`src/rtl/cacheline_adapter.sv`:
```
// rtl/cacheline_adapter.sv - 256-bit cache line to 4-beat 64-bit memory burst adapter
module cacheline_adapter #(
   parameter int LINE_WIDTH  = 256,
   parameter int BURST_WIDTH = 64,
   parameter int ADDR_WIDTH  = 32
) (
   input  logic                   clk,
   input  logic                   rst,
   input  logic                   line_read_i,
   input  logic                   line_write_i,
   input  logic [ADDR_WIDTH-1:0]  line_address_i,
   input  logic [LINE_WIDTH-1:0]  line_wdata_i,
   output logic [LINE_WIDTH-1:0]  line_rdata_o,
   output logic                   line_resp_o,
   input  logic [BURST_WIDTH-1:0] burst_rdata_i,
   input  logic                   burst_resp_i,
   output logic                   burst_read_o,
   output logic                   burst_write_o,
   output logic [ADDR_WIDTH-1:0]  burst_address_o,
   output logic [BURST_WIDTH-1:0] burst_wdata_o
);
   localparam int BEATS    = LINE_WIDTH / BURST_WIDTH;
   localparam int BEAT_W   = $clog2(BEATS);
   localparam int OFFSET_W = $clog2(LINE_WIDTH / 8);
   localparam logic [BEAT_W-1:0] LAST_BEAT = BEAT_W'(BEATS - 1);

   typedef enum logic [1:0] {IDLE, READ, WRITE, DONE} state_t;

   state_t                state;
   logic [BEAT_W-1:0]     beat;
   logic [BEAT_W-1:0]     next_beat;
   logic [LINE_WIDTH-1:0] wline;
   logic [LINE_WIDTH-1:0] rline;
   logic [LINE_WIDTH-1:0] rline_next;

   // Read line with the current beat merged in, so the final beat can be
   // published to line_rdata_o on the same edge it arrives.
   always_comb begin
      next_beat  = beat + 1'b1;
      rline_next = rline;
      rline_next[int'(beat)*BURST_WIDTH +: BURST_WIDTH] = burst_rdata_i;
   end

   always_ff @(posedge clk) begin
      if (rst) begin
         state           <= IDLE;
         beat            <= '0;
         wline           <= '0;
         rline           <= '0;
         line_rdata_o    <= '0;
         line_resp_o     <= 1'b0;
         burst_read_o    <= 1'b0;
         burst_write_o   <= 1'b0;
         burst_address_o <= '0;
         burst_wdata_o   <= '0;
      end else begin
         case (state)
            IDLE: begin
               beat <= '0;
               if (line_write_i) begin
                  burst_address_o <= {line_address_i[ADDR_WIDTH-1:OFFSET_W], OFFSET_W'(0)};
                  wline           <= line_wdata_i;
                  burst_wdata_o   <= line_wdata_i[BURST_WIDTH-1:0];
                  burst_write_o   <= 1'b1;
                  state           <= WRITE;
               end else if (line_read_i) begin
                  burst_address_o <= {line_address_i[ADDR_WIDTH-1:OFFSET_W], OFFSET_W'(0)};
                  burst_read_o    <= 1'b1;
                  state           <= READ;
               end
            end
            READ: begin
               if (burst_resp_i) begin
                  rline <= rline_next;
                  beat  <= next_beat;
                  if (beat == LAST_BEAT) begin
                     line_rdata_o <= rline_next;
                     line_resp_o  <= 1'b1;
                     burst_read_o <= 1'b0;
                     state        <= DONE;
                  end
               end
            end
            WRITE: begin
               if (burst_resp_i) begin
                  beat <= next_beat;
                  if (beat == LAST_BEAT) begin
                     line_resp_o   <= 1'b1;
                     burst_write_o <= 1'b0;
                     state         <= DONE;
                  end else begin
                     burst_wdata_o <= wline[int'(next_beat)*BURST_WIDTH +: BURST_WIDTH];
                  end
               end
            end
            DONE: begin
               line_resp_o <= 1'b0;
               state       <= IDLE;
            end
            default: state <= IDLE;
         endcase
      end
   end
endmodule
```
`config.mk`:
```
export PLATFORM = sky130hd
export DESIGN_NAME = cacheline_adapter
export DESIGN_NICKNAME = d
export VERILOG_FILES = /design/src/rtl/cacheline_adapter.sv
export SDC_FILE = /design/constraint.sdc
export NUM_CORES = 2
export LEC_CHECK = 0
export CAP_MARGIN = 20
export CORE_MARGIN = 4
export CORE_UTILIZATION = 30
export CTS_CLUSTER_DIAMETER = 30
export DETAILED_ROUTE_END_ITERATION = 10
export PLACE_DENSITY = 0.6
export SYNTH_ARGS = -nofsm -noshare
export SYNTH_HDL_FRONTEND = slang
export SYNTH_SLANG_ARGS = --single-unit
```
`constraint.sdc`:
```
create_clock -name clk -period 3.2 [get_ports clk]
set_input_delay 0.64 -clock clk [delete_from_list [all_inputs] [get_ports clk]]
set_output_delay 0.64 -clock clk [all_outputs]
set_load 0.01 [all_outputs]
```
==> flow_metrics.tcl <==
set metrics [dict create \
    clock-sinks 866 \
    antenna_found_initial 27 \
    yosysTopAreaCell "dfxtp_1" \
    gp_congestion 0.817 \
    vias 32000 \
    hold-worst-slack_ns 0.268 \
    synthTopCellsByArea "dfxtp_1 51%, a221oi_1 6.6%, nand2_1 6.3%, nor2_1 5.8%, nor3_1 5.7%" \
    syn_area_per_cell_um2 8.60 \
    cp_max_fo 17 \
    ys_seq_elements 866 \
    final_common_cell "dfxtp_1" \
    synthesis.instances 3961 \
    hpwl_um 83900 \
    clk_path_buf_depth 3 \
    core_area_um2 113000 \
    cp.arrival_ns 3.27 \
    yosys_warnings 0 \
    endpoint "burst_wdata_o[14]" \
    ios 712 \
    grt_pass1_wl_um 194000 \
    drc_errors 0 \
    detail_route.wl_per_cell_um 20.9 \
    nNetsFinal 4914 \
    setup-tns-final_ns 0 \
    post_cts_buffers 0 \
    grt_usage_pct 20.8 \
    leakage_uw 0.0178 \
    synthDistinctLibCells 39 \
    die_h_um 345 \
    drive_gt1_share_pct 12.7 \
    numCtsBuffers 188 \
    setup-violations-final 0 \
    first_iter_violations 2665 \
    ys_seq_area_share_pct 50.9 \
    final_cell_mix "865 x dfxtp_1, 700 x clkdlybuf4s50_1, 569 x nand2_1, 524 x nor2_1, 384 x nor3_1" \
    place_ws_ns 0.398 \
    synth.top_cell.area_share_pct 50.9 \
    port_buffers 701 \
    fin_crit_sh_pct 81.8 \
    synth_area_um2 34100 \
    ctsHoldBuffers 0 \
    worst_hold_path_type "input pin to flip-flop" \
    wirelength_um 130000 \
    maxCapViolations 0 \
    clk_pin_slew_ns 0.05 \
    grt_max_degree 103 \
    grt_setup_unrepaired "false" \
    power_density_nw_per_um2 818 \
    cts_root_buf "clkbuf_16" \
    skew_ns 0.0304 \
    async_reset_ff_share_pct 0 \
    r2r_end "burst_wdata_o[14]" \
    path_class "flip-flop to flip-flop" \
    drt_first_pass_iters 6 \
    ys.flop_type "dfxtp_1" \
    grt_pass1_vias 31400 \
    cp-start-kind "flip-flop" \
    fmax_mhz 382 \
    cp_data_required_time_ns 3.85 \
    gr-total-overflow 0 \
    worstMarginPinSlew_ns 1.17 \
    ir_worst_vdd_uv 571 \
    insertion_delay_ns 0.76 \
    rrSetupSlack_ns 0.58 \
    r2r_start "state[0]" \
    rows 123 \
    cts_tree "done" \
    maxSlewHeadroom_pct 22.3 \
    htree_num_levels 4 \
    finalNonFillerCells 6216 \
    drtAntennaViolNets 0 \
    worstSetupEndpointType "flip-flop" \
    floorplan.die_area_um2 119000 \
    outcome "complete, no violations" \
    slew_violations 0 \
    min_period_ns 2.62 \
    initial_utilization_pct 30.2 \
    r2r.worst_path.cells 7 \
    hold_violations 0 \
    via_per_inst 5.15 \
    area_delta_synth_final_pct 45.4 \
    die_w_um 345 \
    cts-resized-gates 0 \
    fin_ws_ns 0.583 \
    dp_cells 5856 \
    crit_path_start "state[0]" \
    synth_edf_count 0 \
]
-- cell usage after synthesis (3+ instances only) --
cell	n
a211oi_1	3
buf_4	11
ha_1	11
buf_1	21
clkbuf_1	285
o22ai_1	64
buf_6	8
buf_2	111
a221oi_1	256
nand2_1	576
a22oi_2	60
nor2_1	529
and2_1	3
inv_2	4
mux2i_1	131
nor3_1	388
nor2b_1	64
inv_1	7
a21oi_1	287
dfxtp_1	866
nor2_2	60
a22oi_1	197
-- registers in the layout (all words and copies together), names as in the netlist --
| register | flops |
|---|---|
| wline | 256 |
| burst_address_o | 27 |
| burst_read_o | 1 |
| state | 2 |
| rline | 256 |
| line_rdata_o | 256 |
| line_resp_o | 1 |
| burst_write_o | 1 |
| beat | 2 |
| burst_wdata_o | 64 |
-- per-layer routing --
metal	part of all wire (%)	wire length, um	track usage [%]	vias up
li1	-	-	-	15100
met1	42	54400	25.9	15300
met2	46	59600	32.9	1280
met3	8.9	11500	6.93	247
met4	3.3	4310	8.67	24
met5	0.11	145	0	-
-- worst max-delay path, cell delays in order (launching register included) --
cell and delay, ns:
dfxtp_1 0.33, inv_1 0.15, ha_1 0.42, nor2b_1 0.46, a211o_2 0.60, buf_12 0.25, nor3_1 0.07, nor3_1 0.19
-- report_power, final --
part	switching (uW)	internal, uW
Sequential	655	11900
Combinational	4800	3100
Clock	6480	13600
-- per-stage QoR --
step / cell area, um2 / util [%] / power, uW
2_1_floorplan: 34100 / - / 17000
3_3_place_gp: 42800 / 38.0 / 20600
3_5_place_dp: 42800 / 38.0 / 20600
4_1_cts: 49500 / 44.0 / 40900
5_1_grt: 49500 / 44.0 / 42100
6_report: 49500 / 44.0 / 40500
-- worst min path at each step --
stage,from,to,slack [ns],cells past startpoint
final,rst,burst_address_o[9],0.27,2
after global routing,rst,burst_address_o[9],0.30,2
after CTS,rst,burst_address_o[9],0.27,2
after detailed placement,wline[206],wline[206],0.45,2
after global placement,wline[37],wline[37],0.44,2
after floorplan,wline[100],wline[100],0.44,2
-- cells by family (layout without fill, tap and decap cells) --
| kind of cell | Yosys count | after routing | share of synthesized area, % |
|---|---|---|---|
| flops | 866 | 866 | 50.9 |
| other cells | 1 | 20 | 0.0110 |
| simple gates | 1629 | 1629 | 20.5 |
| mux | 131 | 131 | 3.85 |
| compound gates | 876 | 876 | 18.8 |
| buf+inv | 447 | 1183 | 5.63 |
| fa+ha+maj | 11 | 11 | 0.404 |
-- final cells by class --
class                           count  area [um2]
Inverter                           11        42.5
Multi-Input combinational cell   2652       15000
Clock inverter                    101        1430
Sequential cell                   866       17300
Fill cell                       10900       63100
Antenna cell                       15        37.5
Clock buffer                      244        5250
Tap cell                         1500        1880
Timing Repair Buffer              827        8580
No activity file was read; power rests on OpenSTA's default activity.
